===== config.mk =====
export PLATFORM = sky130hd
export DESIGN_NAME = proc_control_unit_flat
export DESIGN_NICKNAME = d
export VERILOG_FILES = /design/src/rtl/proc_control_unit_pkg.sv /design/src/rtl/proc_control_unit_if.sv /design/src/rtl/proc_control_unit_dec3to8.sv /design/src/rtl/proc_control_unit.sv /design/src/flat_wrapper.sv
export SDC_FILE = /design/constraint.sdc
export NUM_CORES = 1
export LEC_CHECK = 0
export CAP_MARGIN = 5
export CELL_PAD_IN_SITES_DETAIL_PLACEMENT = 2
export CELL_PAD_IN_SITES_GLOBAL_PLACEMENT = 2
export CORE_UTILIZATION = 22
export DETAILED_ROUTE_END_ITERATION = 10
export PLACE_DENSITY = 0.86
export SLEW_MARGIN = 20
export SYNTH_ARGS = -nofsm -noshare
export SYNTH_HDL_FRONTEND = slang
export SYNTH_SLANG_ARGS = --single-unit

===== constraint.sdc =====
create_clock -name Clock -period 4.15 [get_ports Clock]
set_input_delay 1.245 -clock Clock [delete_from_list [all_inputs] [get_ports Clock]]
set_output_delay 1.245 -clock Clock [all_outputs]
set_load 0.01 [all_outputs]

===== src/rtl/proc_control_unit_pkg.sv =====
// Shared encodings for the bus-processor control unit: opcodes, ALU selects,
// sequencer states and instruction field geometry.
package proc_control_unit_pkg;

    localparam int OP_W   = 3;
    localparam int REG_W  = 3;
    localparam int SEL_W  = 3;
    localparam int STEP_W = 2;

    typedef enum logic [OP_W-1:0] {
        OP_MV  = 3'b000,
        OP_MVI = 3'b001,
        OP_ADD = 3'b010,
        OP_SUB = 3'b011,
        OP_OR  = 3'b100,
        OP_SLT = 3'b101,
        OP_SLL = 3'b110,
        OP_SRL = 3'b111
    } opcode_e;

    typedef enum logic [SEL_W-1:0] {
        ALU_ADD = 3'b000,
        ALU_SUB = 3'b001,
        ALU_OR  = 3'b010,
        ALU_SLT = 3'b011,
        ALU_SLL = 3'b100,
        ALU_SRL = 3'b101
    } alu_sel_e;

    localparam logic [SEL_W-1:0] ALU_IDLE = 3'b000;

    typedef enum logic [STEP_W-1:0] {
        T0 = 2'd0,
        T1 = 2'd1,
        T2 = 2'd2,
        T3 = 2'd3
    } state_e;

    // Field LSBs are measured down from the word MSB so DATA_W can grow.
    localparam int OP_OFS = OP_W;
    localparam int RX_OFS = OP_W + REG_W;
    localparam int RY_OFS = OP_W + 2 * REG_W;

    function automatic logic is_alu_op(opcode_e op);
        return (op != OP_MV) && (op != OP_MVI);
    endfunction

    function automatic logic [SEL_W-1:0] alu_sel(opcode_e op);
        case (op)
            OP_ADD:  return ALU_ADD;
            OP_SUB:  return ALU_SUB;
            OP_OR:   return ALU_OR;
            OP_SLT:  return ALU_SLT;
            OP_SLL:  return ALU_SLL;
            OP_SRL:  return ALU_SRL;
            default: return ALU_IDLE;
        endcase
    endfunction

endpackage


===== src/rtl/proc_control_unit_if.sv =====
// Control-unit <-> datapath bundle: instruction input side plus every bus
// source/sink enable the sequencer drives.
interface proc_control_unit_if #(
    parameter int DATA_W = 16,
    parameter int NREGS  = 8
);
    logic              Run;
    logic [DATA_W-1:0] DIN;
    logic              IRin;
    logic [NREGS-1:0]  Rout;
    logic [NREGS-1:0]  Rin;
    logic              DINout;
    logic              Ain;
    logic              Gin;
    logic              Gout;
    logic [2:0]        AluSel;
    logic              Done;

    modport master (
        output Run, DIN,
        input  IRin, Rout, Rin, DINout, Ain, Gin, Gout, AluSel, Done
    );

    modport slave (
        input  Run, DIN,
        output IRin, Rout, Rin, DINout, Ain, Gin, Gout, AluSel, Done
    );
endinterface


===== src/rtl/proc_control_unit_dec3to8.sv =====
// 3-bit register field to one-hot enable, forced to zero when not enabled.
module dec3to8 (
    input  logic       en_i,
    input  logic [2:0] sel_i,
    output logic [7:0] onehot_o
);
    assign onehot_o = en_i ? (8'd1 << sel_i) : 8'd0;
endmodule


===== src/rtl/proc_control_unit.sv =====
// Multi-cycle sequencer for the 16-bit bus processor: fetches on Run, then
// drives register/A/G/ALU enables over 1-3 execute steps and pulses Done.
module proc_control_unit
    import proc_control_unit_pkg::*;
#(
    parameter int DATA_W = 16,
    parameter int NREGS  = 8
) (
    input  logic               Clock,
    input  logic               Resetn,
    proc_control_unit_if.slave cu
);

    localparam int OP_LSB = DATA_W - OP_OFS;
    localparam int RX_LSB = DATA_W - RX_OFS;
    localparam int RY_LSB = DATA_W - RY_OFS;

    state_e            state_q, state_d;
    logic [DATA_W-1:0] ir_q;

    opcode_e          op;
    logic [REG_W-1:0] rx, ry;
    logic             alu_op;

    logic             irin, dinout, ain, gin, gout, done;
    logic             rout_en, rin_en;
    logic [REG_W-1:0] rout_sel, rin_sel;
    logic [SEL_W-1:0] sel;
    logic [7:0]       rout_oh, rin_oh;

    assign op     = opcode_e'(ir_q[OP_LSB +: OP_W]);
    assign rx     = ir_q[RX_LSB +: REG_W];
    assign ry     = ir_q[RY_LSB +: REG_W];
    assign alu_op = is_alu_op(op);

    logic unused_ir_bits;
    assign unused_ir_bits = ^ir_q[RY_LSB-1:0];

    // IR only captures in the fetch cycle, so DIN activity during execute is harmless.
    always_ff @(posedge Clock or negedge Resetn) begin
        if (!Resetn) begin
            state_q <= T0;
            ir_q    <= '0;
        end else begin
            state_q <= state_d;
            if (state_q == T0 && cu.Run)
                ir_q <= cu.DIN;
        end
    end

    always_comb begin
        state_d  = T0;
        irin     = 1'b0;
        rout_en  = 1'b0;
        rout_sel = '0;
        rin_en   = 1'b0;
        rin_sel  = '0;
        dinout   = 1'b0;
        ain      = 1'b0;
        gin      = 1'b0;
        gout     = 1'b0;
        sel      = ALU_IDLE;
        done     = 1'b0;
        case (state_q)
            T0: begin
                irin    = cu.Run;
                state_d = cu.Run ? T1 : T0;
            end
            T1: begin
                case (op)
                    OP_MV: begin
                        rout_en  = 1'b1;
                        rout_sel = ry;
                        rin_en   = 1'b1;
                        rin_sel  = rx;
                        done     = 1'b1;
                    end
                    OP_MVI: begin
                        dinout  = 1'b1;
                        rin_en  = 1'b1;
                        rin_sel = rx;
                        done    = 1'b1;
                    end
                    default: begin
                        rout_en  = 1'b1;
                        rout_sel = rx;
                        ain      = 1'b1;
                        state_d  = T2;
                    end
                endcase
            end
            // T2/T3 with a move opcode can only come from corruption: stay silent, return to fetch.
            T2: begin
                if (alu_op) begin
                    rout_en  = 1'b1;
                    rout_sel = ry;
                    gin      = 1'b1;
                    sel      = alu_sel(op);
                    state_d  = T3;
                end
            end
            T3: begin
                if (alu_op) begin
                    gout    = 1'b1;
                    rin_en  = 1'b1;
                    rin_sel = rx;
                    done    = 1'b1;
                end
            end
            default: ;
        endcase
    end

    dec3to8 u_dec_rout (.en_i(rout_en), .sel_i(rout_sel), .onehot_o(rout_oh));
    dec3to8 u_dec_rin  (.en_i(rin_en),  .sel_i(rin_sel),  .onehot_o(rin_oh));

    // IRin is the only output that sees Run directly, so it alone needs the reset gate.
    assign cu.IRin   = irin & Resetn;
    assign cu.Rout   = rout_oh;
    assign cu.Rin    = rin_oh;
    assign cu.DINout = dinout;
    assign cu.Ain    = ain;
    assign cu.Gin    = gin;
    assign cu.Gout   = gout;
    assign cu.AluSel = sel;
    assign cu.Done   = done;

endmodule


===== src/flat_wrapper.sv =====
// flat-port wrapper written by rule: the top's interface ports become plain ports
module proc_control_unit_flat import proc_control_unit_pkg::*;
#(
    parameter int DATA_W = 16,
    parameter int NREGS  = 8
)
  (Clock, Resetn, cu_Run, cu_DIN, cu_IRin, cu_Rout, cu_Rin, cu_DINout, cu_Ain, cu_Gin, cu_Gout, cu_AluSel, cu_Done);
  proc_control_unit_if #(.DATA_W(DATA_W), .NREGS(NREGS)) cu_i ();
  input  logic Clock;
  input  logic Resetn;
  input wire logic [$bits(cu_i.Run)-1:0] cu_Run;
  input wire logic [$bits(cu_i.DIN)-1:0] cu_DIN;
  output wire logic [$bits(cu_i.IRin)-1:0] cu_IRin;
  output wire logic [$bits(cu_i.Rout)-1:0] cu_Rout;
  output wire logic [$bits(cu_i.Rin)-1:0] cu_Rin;
  output wire logic [$bits(cu_i.DINout)-1:0] cu_DINout;
  output wire logic [$bits(cu_i.Ain)-1:0] cu_Ain;
  output wire logic [$bits(cu_i.Gin)-1:0] cu_Gin;
  output wire logic [$bits(cu_i.Gout)-1:0] cu_Gout;
  output wire logic [$bits(cu_i.AluSel)-1:0] cu_AluSel;
  output wire logic [$bits(cu_i.Done)-1:0] cu_Done;
  assign cu_i.Run = cu_Run;
  assign cu_i.DIN = cu_DIN;
  assign cu_IRin = cu_i.IRin;
  assign cu_Rout = cu_i.Rout;
  assign cu_Rin = cu_i.Rin;
  assign cu_DINout = cu_i.DINout;
  assign cu_Ain = cu_i.Ain;
  assign cu_Gin = cu_i.Gin;
  assign cu_Gout = cu_i.Gout;
  assign cu_AluSel = cu_i.AluSel;
  assign cu_Done = cu_i.Done;
  proc_control_unit #(.DATA_W(DATA_W), .NREGS(NREGS)) u_core (.Clock(Clock), .Resetn(Resetn), .cu(cu_i));
endmodule

-- After elaboration in Yosys (flattened, before gate mapping)
Cells that the tools add are included.
- reductions and logical operators: 6
- mux-type cells: 27
- bitwise gates (word level): 1
- shift operators: 2
- eq/ne operators: 10
- operators by type and width (operator ; count):
    3-bit case mux with 2 select lines ; 3
    8-bit 2-to-1 mux ; 2
    1-bit by 3-bit left shift with 8-bit output, first input constant ; 2
    3-bit 2-to-1 mux ; 5
    3-bit case mux with 5 select lines ; 1
    3-bit == test, second input constant ; 4
    1-bit 2-to-1 mux ; 11
    2-bit case mux with 3 select lines ; 1
    2-bit == test, second input constant ; 2
    2-bit 2-to-1 mux ; 2
    1-bit case mux with 2 select lines ; 2
    3-bit by 1-bit == test with 1-bit output, second input constant ; 1
    3-bit by 2-bit == test with 1-bit output, second input constant ; 1
    3-bit logical NOT ; 1
    3-bit by 1-bit != test with 1-bit output, second input constant ; 1
    3-bit nonzero test ; 1
    2-bit by 1-bit == test with 1-bit output, second input constant ; 1
    1-bit logical AND ; 2
    2-bit logical NOT ; 1
    2-bit OR reduction ; 1
    1-bit AND ; 1
- register bits after elaboration: 18
- bits of input ports: 19
- logic and storage cells: 48
- output and inout bits: 25

-- Depth between registers and ports, before layout
Gate-level depths: netlist of run 1.
- depth in word-level cells: 6
- depth in mapped cells: 7

-- Cells and area by module
From an unflattened synthesis of run 1, not the netlist that was laid out.
- cell total of the unflattened synthesis: 71
- area total of the unflattened synthesis: 815.8 sq um
- by module, submodules not included (module ; seq. area each (sq um) ; cells each ; area an instance (sq um) ; instances):
    proc_control_unit ; 275.3 ; 55 ; 625.6 ; 1
    dec3to8 ; 0.0 ; 8 ; 95.1 ; 2

-- Worst setup path after synthesis of run 1
Ideal clock, no wire load.
- kind: register to output
- start point: register u_core.state_q[1]
- end point: output cu_Rout[2]
- buffers on the path: 0
- arrival: 1.908 ns
- stages on the path, launching flop included: 7
- path slack: 0.997 ns
- required time: 2.905 ns
- path through: dfrtp_1 inv_1 ha_1 or4b_4 o211ai_2 or3b_1 nor2_1
- longest elaborated chain between the ends: 4
- elaborated cells between the ends (all ways): 6
- those cells by class: eq/ne (2); shift (1); mux (3)
- RTL lines (element ; RTL line ; RTL):
    start, declared ; proc_control_unit.sv:18 ; state_e state_q, state_d;
    start signal, assigned ; proc_control_unit.sv:45 ; state_q <= state_d;
    2-bit == test or 2-bit by 1-bit == test with 1-bit output (tied branches) ; -- ;
    3-bit case mux with 2 select lines ; proc_control_unit.sv:64 ; case (state_q)
    1-bit by 3-bit left shift with 8-bit output ; proc_control_unit_dec3to8.sv:7 ; assign onehot_o = en_i ? (8'd1 << sel_i) : 8'd0;
    8-bit 2-to-1 mux * ; proc_control_unit_dec3to8.sv:7 ;
    end, declared ; flat_wrapper.sv:14 ; output wire logic [$bits(cu_i.Rout)-1:0] cu_Rout;
Mark *: on every way between the ends. The rest lies on a longest branch, timed or not.

-- Final worst setup path of run 1
- start point: register u_core.state_q[1]
- end point: output cu_Rout[5]
The elaborated chain is that of the path after synthesis.

==> flow_metrics.tcl, run 1 <==
set metrics [dict create \
    status "complete, no violations" \
    worstSetupEndpointType "primary output" \
    cp_num_buf_inv 2 \
    ant_nets 0 \
    detail_route.first_pass.iterations 4 \
    skew_ps 4.69 \
    path_cells "inv_1 -> ha_4 -> or4b_4 -> o211ai_2 -> or3b_1 -> nor2_1 -> clkdlybuf4s50_1" \
    met3_usage 0.00630 \
    area.growth.synth_to_final_pct 59.9 \
    worst_skew_pair.late_latency_ps 270 \
    synthArstFlopShare 1.00 \
    drtIter0Drc 3 \
    syn_area_sq_um 777 \
    startpoint_type "flip-flop" \
    grt_pass1_wl_mm 3.84 \
    layout_min_cycle_time_ps 3990 \
    tns_ps 0 \
    ctsHoldBuffers 0 \
    floorplan.rows 21 \
    vias 780 \
    die_w_um 61.4 \
    die_area_sq_mm 0.00377 \
    wl_per_cell_um 13.6 \
    holdWs_ps 546 \
    overflow 0 \
    ys_ff_latch 11 \
    ys_seq_area_frac 0.354 \
    cpMaxStageDelayCell "clkdlybuf4s50_1" \
    cts.path.max_buffers 2 \
    final_layout_size_suffix_gt1_frac 0.157 \
    cap_violations 0 \
    avgSynthCellArea_sq_um 8.93 \
    max_freq_ghz 0.251 \
    clockRootBuffer "clkbuf_4" \
    rsz0062_at_grt "no" \
    grt_pass1_vias 807 \
    grt_use_total 0.140 \
    nets 151 \
    numCtsBuffers 3 \
    io_buffers 36 \
    synthesis.nets 110 \
    clock-sinks 11 \
    synth_ff_type "dfrtp_1" \
    slew_headroom 0.648 \
    critPathMaxFanout 7 \
    grt_util_met2 0.252 \
    pin_count 44 \
    finalCritPeriodShare 0.962 \
    drc 0 \
    cts.clk_slew.worst_paths_ps 70 \
    gp_congestion 0.744 \
    use_met1 0.180 \
    final_util 0.369 \
    path_class "flip-flop to primary output" \
    hp-class "flip-flop to flip-flop" \
    synth_cell_types 25 \
    htreeDepth 1 \
    yosys_warnings 0 \
    power_density_mw_per_mm2 589 \
    setup_viol 0 \
    vdd_ir_drop_max_uv 286 \
    wl_mm 2.36 \
    diodes 0 \
    final_cell_area_sq_mm 0.00124 \
    tritoncts "yes" \
    crit_family "simple AND/OR/NAND/NOR gates" \
    grt_max_degree 14 \
    worst_pin_slew_ps 522 \
    initial_core_util 0.231 \
    hold_viol_final 0 \
    final_common_cell "clkdlybuf4s50_1" \
    synth-edff-count 0 \
    critPathMaxStageDelay_ps 540 \
    hpwl_mm 2.02 \
    p_leak_nw 0.518 \
    grt-busiest-layer "met2" \
    synthCells 87 \
    post_cts_buffers 0 \
    antenna_found_initial 0 \
    via_per_inst 4.51 \
    worstPathArrival_ps 2750 \
    fp.dieH_um 61.4 \
    final_cell_mix "clkdlybuf4s50_1 (35), nor2_1 (16), dfrtp_1 (11)" \
    slew_violations 0 \
    fp.coreArea_sq_mm 0.00336 \
    cp.required_ps 2900 \
    place_area_sq_mm 0.00120 \
]
[Yosys cell counts, types with 3 or more instances]
master	count	area share
dfrtp_1	11	0.35
ha_1	4	0.064
inv_1	8	0.039
mux2_2	9	0.13
nand2_1	5	0.024
nand2b_1	3	0.024
nor2_1	16	0.077
o211ai_1	5	0.048
o21ai_0	3	0.019
[report_power, final]
part / internal [W] / switching [W] / leakage, nW / total (W)
Combinational: 0.000216 / 0.000208 / 0.372 / 0.000424
Sequential: 0.000161 / 0.0000760 / 0.131 / 0.000237
Clock: 0.0000372 / 0.0000338 / 0.0150 / 0.0000710
Total: 0.000414 / 0.000318 / 0.518 / 0.000732
[sequential cells by signal, indices dropped and copies added (netlist names)]
name            flops
u_core.state_q      2
u_core.ir_q         9
[cell type report]
class	count	area (sq um)
clock buffers	4	26.3
fillers	391	2120
inverters	8	30.0
multi-input cells	66	475
flip-flops and latches	11	275
well taps	46	57.6
repair buffers	38	378
[metrics by stage]
stage | total power, W | setup slack, ps | instances
final | 0.000732 | 158 | 173
after global routing | 0.000801 | 52.8 | 173
after CTS | 0.000744 | 36.6 | 173
after detailed placement | 0.000668 | 286 | 169
after global placement | 0.000631 | 416 | 169
after floorplan | 0.000479 | 997 | 87
[logic make-up (layout without fill, tap and decap cells)]
| group | Yosys count | after routing | synth area share |
|---|---|---|---|
| fa+ha+maj | 4 | 4 | 0.0644 |
| compound gates | 16 | 16 | 0.153 |
| simple gates | 37 | 37 | 0.248 |
| buf+inv | 10 | 50 | 0.0499 |
| mux | 9 | 9 | 0.130 |
| flops | 11 | 11 | 0.354 |
[per-layer routing]
layer  up-vias  wire (um)  share of wire
li1        384          -              -
met1       374       1060           0.45
met2        20       1200           0.51
met3         2         71          0.030
met4         0         29          0.012
met5         -          0              0
[worst paths after layout]
| path | startpoint | endpoint | slack, ps | cells past startpoint |
|---|---|---|---|---|
| worst max-delay path | u_core.state_q[1] | cu_Rout[5] | 160 | 7 |
| max in group asynchronous | Resetn | u_core.ir_q[7] | 2710 | 2 |
| worst min register to register | u_core.ir_q[9] | u_core.ir_q[9] | 550 | 1 |
| worst min-delay path | u_core.ir_q[9] | u_core.ir_q[9] | 550 | 1 |
| worst max register to register | u_core.state_q[0] | u_core.ir_q[10] | 2590 | 4 |
| min in group asynchronous | Resetn | u_core.state_q[1] | 1290 | 2 |
[what timing repair did]
action | CTS | global route
endpoints found under the setup margin | 1 | 4
pin swaps | 0 | 0
resized for setup | 1 | 2
(Power assumes the default switching activity.)
==> run 2, diff against run 1 <==
--- a/config.mk
+++ b/config.mk
@@ -8,9 +8,9 @@
 export CAP_MARGIN = 5
 export CELL_PAD_IN_SITES_DETAIL_PLACEMENT = 2
 export CELL_PAD_IN_SITES_GLOBAL_PLACEMENT = 2
-export CORE_UTILIZATION = 22
+export CORE_UTILIZATION = 18
 export DETAILED_ROUTE_END_ITERATION = 10
-export PLACE_DENSITY = 0.86
+export PLACE_DENSITY = 0.76
 export SLEW_MARGIN = 20
 export SYNTH_ARGS = -nofsm -noshare
 export SYNTH_HDL_FRONTEND = slang
==> constraint.sdc (replaced) <==
create_clock -name Clock -period 3.6 [get_ports Clock]
set_input_delay 1.08 -clock Clock [delete_from_list [all_inputs] [get_ports Clock]]
set_output_delay 1.08 -clock Clock [all_outputs]
set_load 0.01 [all_outputs]
==> flow_metrics.tcl, run 2 (same netlist as run 1, synthesis figures left out) <==
set metrics [dict create \
    area.growth.synth_to_final_pct 69.6 \
    drtIter0Drc 4 \
    holdWs_ps 521 \
    skew_ps 0.497 \
    vdd_ir_drop_max_uv 324 \
    largestRegisters "u_core.ir_q (9), u_core.state_q (2)" \
    use_met1 0.154 \
    vias 825 \
    cts.clk_slew.worst_paths_ps 50 \
    rsz0062_at_grt "no" \
    worst_skew_pair.late_latency_ps 230 \
    worst_pin_slew_ps 422 \
    max_freq_ghz 0.287 \
    clock-sinks 11 \
    hp-class "flip-flop to flip-flop" \
    final_layout_size_suffix_gt1_frac 0.203 \
    grt_use_total 0.127 \
    wl_mm 2.66 \
    critPathMaxFanout 4 \
    initial_core_util 0.190 \
    cap_violations 0 \
    power_frac_clock 0.127 \
    cts.path.max_buffers 2 \
    cpMaxStageDelayCell "or4b_4" \
    htreeDepth 1 \
    gp_congestion 0.808 \
    status "complete, no violations" \
    grt-busiest-layer "met2" \
    die_w_um 67.7 \
    floorplan.rows 23 \
    power_density_mw_per_mm2 717 \
    io_buffers 36 \
    critPathMaxStageDelay_ps 520 \
    die_area_sq_mm 0.00458 \
    hold_viol_final 0 \
    place_area_sq_mm 0.00124 \
    fin_ws_ps 116 \
    wl_per_cell_um 14.5 \
    path_class "flip-flop to primary output" \
    detail_route.first_pass.iterations 2 \
    grt_pass1_vias 876 \
    rr_startpoint "u_core.state_q[0]" \
    whs_path_depth 1 \
    layout_min_cycle_time_ps 3480 \
    pwr-share-seq 0.266 \
    tritoncts "yes" \
    via_per_inst 4.51 \
    slew_violations 0 \
    regToRegSetupSlack_ps 2110 \
    path_cells "inv_1 -> ha_1 -> or4b_4 -> o211ai_4 -> or3b_1 -> nor2_1 -> dlygate4sd2_1" \
    hpwl_mm 2.19 \
    reg2reg_depth 4 \
    final_cell_area_sq_mm 0.00132 \
    final_common_cell "clkdlybuf4s50_1" \
    place_ws_ps 51.5 \
    setup_viol 0 \
    intPower_w 0.000549 \
    switching_share 0.419 \
    drc 0 \
    hp-start "u_core.ir_q[9]" \
    diodes 0 \
    met3_usage 0.0220 \
    clockRootBuffer "clkbuf_8" \
    final_cell_mix "clkdlybuf4s50_1 (29), nor2_1 (16), dfrtp_1 (11)" \
    cp.required_ps 2520 \
    fp.coreArea_sq_mm 0.00409 \
    grt_max_degree 13 \
    largest_reg_flops 9 \
    p_switching_w 0.000396 \
    hold_end "u_core.ir_q[9]" \
    nets 157 \
    antenna_found_initial 0 \
    startpoint_type "flip-flop" \
    fp.dieH_um 67.7 \
    overflow 0 \
    slew_headroom 0.718 \
    pin_count 44 \
    grt_util_met2 0.224 \
    final_util 0.322 \
    worstSetupEndpointType "primary output" \
    numCtsBuffers 3 \
    p_comb_frac 0.607 \
    worst_r2r_endpoint "u_core.ir_q[11]" \
    tns_ps 0 \
    p_leak_nw 0.599 \
    grt_pass1_wl_mm 4.23 \
    top_register "u_core.ir_q" \
    ant_nets 0 \
    worstPathArrival_ps 2400 \
    finalCritPeriodShare 0.968 \
]
run 2: critical path, delay by kind of cell, from the launching register on:
family / cells / cell delay [ps]
buffers and inverters: 2 / 350
and+or+nand+nor: 3 / 1020
DFF: 1 / 400
AOI/OAI and AO/OA: 1 / 210
adders and majority gates: 1 / 180
run 2: layer usage:
layer | wire length, um | vias up
met5 | 0 | -
met4 | 25 | 0
met3 | 117 | 3
met2 | 1360 | 23
met1 | 1150 | 407
li1 | - | 392
run 2: per-stage QoR:
stage               instances  total power [W]
floorplan                  87         0.000552
global placement          177         0.000762
detailed placement        177         0.000803
CTS                       182         0.000950
global route              183          0.00102
finish                    183         0.000945
run 2: what timing repair did:
item                                    CTS  global route
resized for setup                         7             7
hold buffers                              0             0
pin swaps                                 1             1
endpoints found under the setup margin    6             6
setup buffers                             1             1
run 2: cell type report:
type	count	area [sq um]
fill	469	2770
clock buffer	4	45.0
timing repair buffer	44	420
inverter	8	30.0
sequential	11	275
multi-input combinational	66	484
tap	50	62.6
run 2: how the worst max path moves through the flow:
stage / from / endpoint / slack (ps)
2_1_floorplan: u_core.state_q[1] / cu_Rout[2] / 610
3_3_place_gp: u_core.state_q[1] / cu_Rout[1] / 140
3_5_place_dp: u_core.state_q[1] / cu_Rout[6] / 50
4_1_cts: u_core.state_q[1] / cu_Rout[7] / 4
5_1_grt: u_core.state_q[1] / cu_Rout[5] / 3
6_report: u_core.state_q[1] / cu_Rout[2] / 120
run 2: power groups by stage:
| stage | Clock [W] | Sequential, W | Combinational [W] |
|---|---|---|---|
| detailed placement | 0 | 0.000255 | 0.000548 |
| global route | 0.000133 | 0.000260 | 0.000632 |
| floorplan | 0 | 0.000233 | 0.000319 |
| finish | 0.000120 | 0.000251 | 0.000574 |
| global placement | 0 | 0.000243 | 0.000519 |
| CTS | 0.000126 | 0.000253 | 0.000571 |
==> run 3, diff against run 2 <==
--- a/config.mk
+++ b/config.mk
@@ -8,10 +8,11 @@
 export CAP_MARGIN = 5
 export CELL_PAD_IN_SITES_DETAIL_PLACEMENT = 2
 export CELL_PAD_IN_SITES_GLOBAL_PLACEMENT = 2
-export CORE_UTILIZATION = 18
+export CORE_UTILIZATION = 22
 export DETAILED_ROUTE_END_ITERATION = 10
-export PLACE_DENSITY = 0.76
+export PLACE_DENSITY = 0.8
 export SLEW_MARGIN = 20
 export SYNTH_ARGS = -nofsm -noshare
 export SYNTH_HDL_FRONTEND = slang
+export SYNTH_HIERARCHICAL = 1
 export SYNTH_SLANG_ARGS = --single-unit
==> constraint.sdc (replaced) <==
create_clock -name Clock -period 3.8 [get_ports Clock]
set_input_delay 1.14 -clock Clock [delete_from_list [all_inputs] [get_ports Clock]]
set_output_delay 1.14 -clock Clock [all_outputs]
set_load 0.01 [all_outputs]
==> flow_metrics.tcl, run 3 <==
set metrics [dict create \
    status "complete, no violations" \
    whs_path_depth 1 \
    ant_nets 0 \
    grt_max_degree 13 \
    htreeDepth 1 \
    place_ws_ps 301 \
    max_freq_ghz 0.275 \
    worstPathArrival_ps 2500 \
    synth_area_leaders "dfrtp_1 (34%), mux2_2 (12%), ha_1 (7.7%), and4bb_1 (6.1%), and4b_2 (5.5%)" \
    yosys.area.top_type_share 0.337 \
    hp-class "flip-flop to flip-flop" \
    final_cell_mix "clkdlybuf4s50_1 (36), dfrtp_1 (11), mux2_2 (9)" \
    clockRootBuffer "clkbuf_8" \
    slew_headroom 0.694 \
    synth-edff-count 0 \
    tritoncts "yes" \
    synthArstFlopShare 1.00 \
    detail_route.first_pass.iterations 3 \
    grt_pass1_wl_mm 3.87 \
    die_w_um 62.9 \
    diodes 0 \
    largestRegisters "u_core/ir_q (9), u_core/state_q (2)" \
    cap_violations 0 \
    dp.cells 153 \
    hold_end "u_core/ir_q[7]" \
    slew_violations 0 \
    final_cell_area_sq_mm 0.00128 \
    synth_top_cell_by_area "dfrtp_1" \
    yosys_warnings 6 \
    final_layout_size_suffix_gt1_frac 0.243 \
    tns_ps 0 \
    final_util 0.372 \
    layout_min_cycle_time_ps 3640 \
    instances_no_fill 157 \
    grt_use_total 0.124 \
    fin_ws_ps 161 \
    intPower_w 0.000478 \
    cp_num_buf_inv 2 \
    worst_r2r_endpoint "u_core/ir_q[9]" \
    vdd_ir_drop_max_uv 258 \
    via_per_inst 4.70 \
    ys_seq_area_frac 0.337 \
    vias 738 \
    cts.path.max_buffers 2 \
    synthesis.nets 95 \
    wl_per_cell_um 14.4 \
    area.growth.synth_to_final_pct 56.7 \
    avgSynthCellArea_sq_um 11.5 \
    cts.clk_slew.worst_paths_ps 50 \
    grt_pass1_vias 784 \
    switching_share 0.390 \
    overflow 0 \
    p_switching_w 0.000306 \
    p_comb_frac 0.562 \
    worst_skew_pair.late_latency_ps 230 \
    syn_area_sq_um 816 \
    setup_viol 0 \
    multi_input_area_sq_um 522 \
    initial_core_util 0.237 \
    reg2reg_depth 4 \
    ys_ff_latch 11 \
    ctsHoldBuffers 0 \
    pin_count 44 \
    wl_mm 2.25 \
    final_common_cell "clkdlybuf4s50_1" \
    power_density_mw_per_mm2 613 \
    hpwl_mm 1.79 \
    critPathMaxFanout 8 \
    numCtsBuffers 3 \
    worst_pin_slew_ps 459 \
    fp.dieH_um 62.9 \
    nets 136 \
    drc 0 \
    fp.coreArea_sq_mm 0.00344 \
    floorplan.rows 21 \
    place_area_sq_mm 0.00123 \
    synth_ff_type "dfrtp_1" \
    rsz0062_at_grt "no" \
    hold_viol_final 0 \
    critPathMaxStageDelay_ps 580 \
    antenna_found_initial 0 \
    gp_congestion 0.705 \
    cpMaxStageDelayCell "clkdlybuf4s50_1" \
    startpoint_type "flip-flop" \
    drtIter0Drc 20 \
    path_cells "inv_1 -> ha_1 -> o21ai_1 -> o21ai_1 -> a32o_2 -> nor4b_2 -> clkdlybuf4s50_1" \
    path_class "flip-flop to primary output" \
    top_register "u_core/ir_q" \
    n_fill_cell 371 \
    synth_common_cells "dfrtp_1 (11), mux2_2 (9), and2_1 (5), ha_1 (5)" \
    synth_cell_types 23 \
    final-seq-area_sq_um 275 \
    io_buffers 36 \
    clock-sinks 11 \
    worstSetupEndpointType "primary output" \
    pwr-share-seq 0.291 \
    finalCritPeriodShare 0.958 \
    synthCells 71 \
    rr_startpoint "u_core/state_q[0]" \
    cp_common_cell "o21ai_1" \
    largest_reg_flops 9 \
    crit_family "compound AO/OA/AOI/OAI gates" \
    p_leak_nw 0.553 \
    yosysMostFrequentCell "dfrtp_1" \
    regToRegSetupSlack_ps 2250 \
    skew_ps 0.597 \
    cp.required_ps 2660 \
    power_frac_clock 0.147 \
    die_area_sq_mm 0.00396 \
    hp-start "u_core/ir_q[7]" \
]
-- run 3: area by class of cell --
type | count | area share
multi-input cells | 56 | 0.408
repair buffers | 37 | 0.288
flip-flops and latches | 11 | 0.215
well taps | 46 | 0.0450
clock buffers | 4 | 0.0352
inverters | 3 | 0.00881
-- run 3: kinds of logic (layout without fill, tap and decap cells) --
logic type               after synthesis  count (layout)  share of synthesized area
flip-flops                            11              11                      0.337
AND/OR/NAND/NOR                       33              33                      0.345
multiplexers                          10              10                      0.143
adder cells (fa/ha/maj)                5               5                     0.0767
buffers and inverters                  4              44                     0.0276
AO/OA/AOI/OAI                          8               8                     0.0705
-- run 3: metal layers --
layer,GRT usage,share of wire
met1,0.149,0.44
met2,0.222,0.52
met3,0.0201,0.037
met4,0.0349,0
met5,0,0
-- run 3: power by group through the flow --
| stage | Clock (W) | Sequential [W] | Combinational, W |
|---|---|---|---|
| global route | 0.000124 | 0.000240 | 0.000485 |
| detailed placement | 0 | 0.000230 | 0.000436 |
| floorplan | 0 | 0.000210 | 0.000288 |
| global placement | 0 | 0.000222 | 0.000412 |
| CTS | 0.000116 | 0.000230 | 0.000442 |
| finish | 0.000115 | 0.000228 | 0.000440 |
-- run 3: worst max-delay path by stage --
stage	startpoint	to	slack [ps]	cells past startpoint
3_3_place_gp	Resetn	cu_IRin	310	3
5_1_grt	u_core/state_q[0]	cu_Rout[0]	20	7
4_1_cts	u_core/state_q[0]	cu_Rout[0]	60	7
2_1_floorplan	u_core/ir_q[14]	cu_Rin[0]	990	5
3_5_place_dp	Resetn	cu_IRin	300	3
6_report	u_core/state_q[0]	cu_Rout[0]	160	7
-- run 3: through the flow --
step / power [W] / hold WS (ps)
finish: 0.000784 / 534
global route: 0.000849 / 559
CTS: 0.000789 / 541
detailed placement: 0.000666 / 523
global placement: 0.000634 / 499
floorplan: 0.000498 / 480
-- run 3: what timing repair did --
| item | in CTS | in global routing |
|---|---|---|
| endpoints found under the setup margin | 0 | 8 |
| endpoints found under the hold margin | 0 | 0 |
| buffers inserted | 0 | 0 |
| gates resized for setup | 0 | 4 |
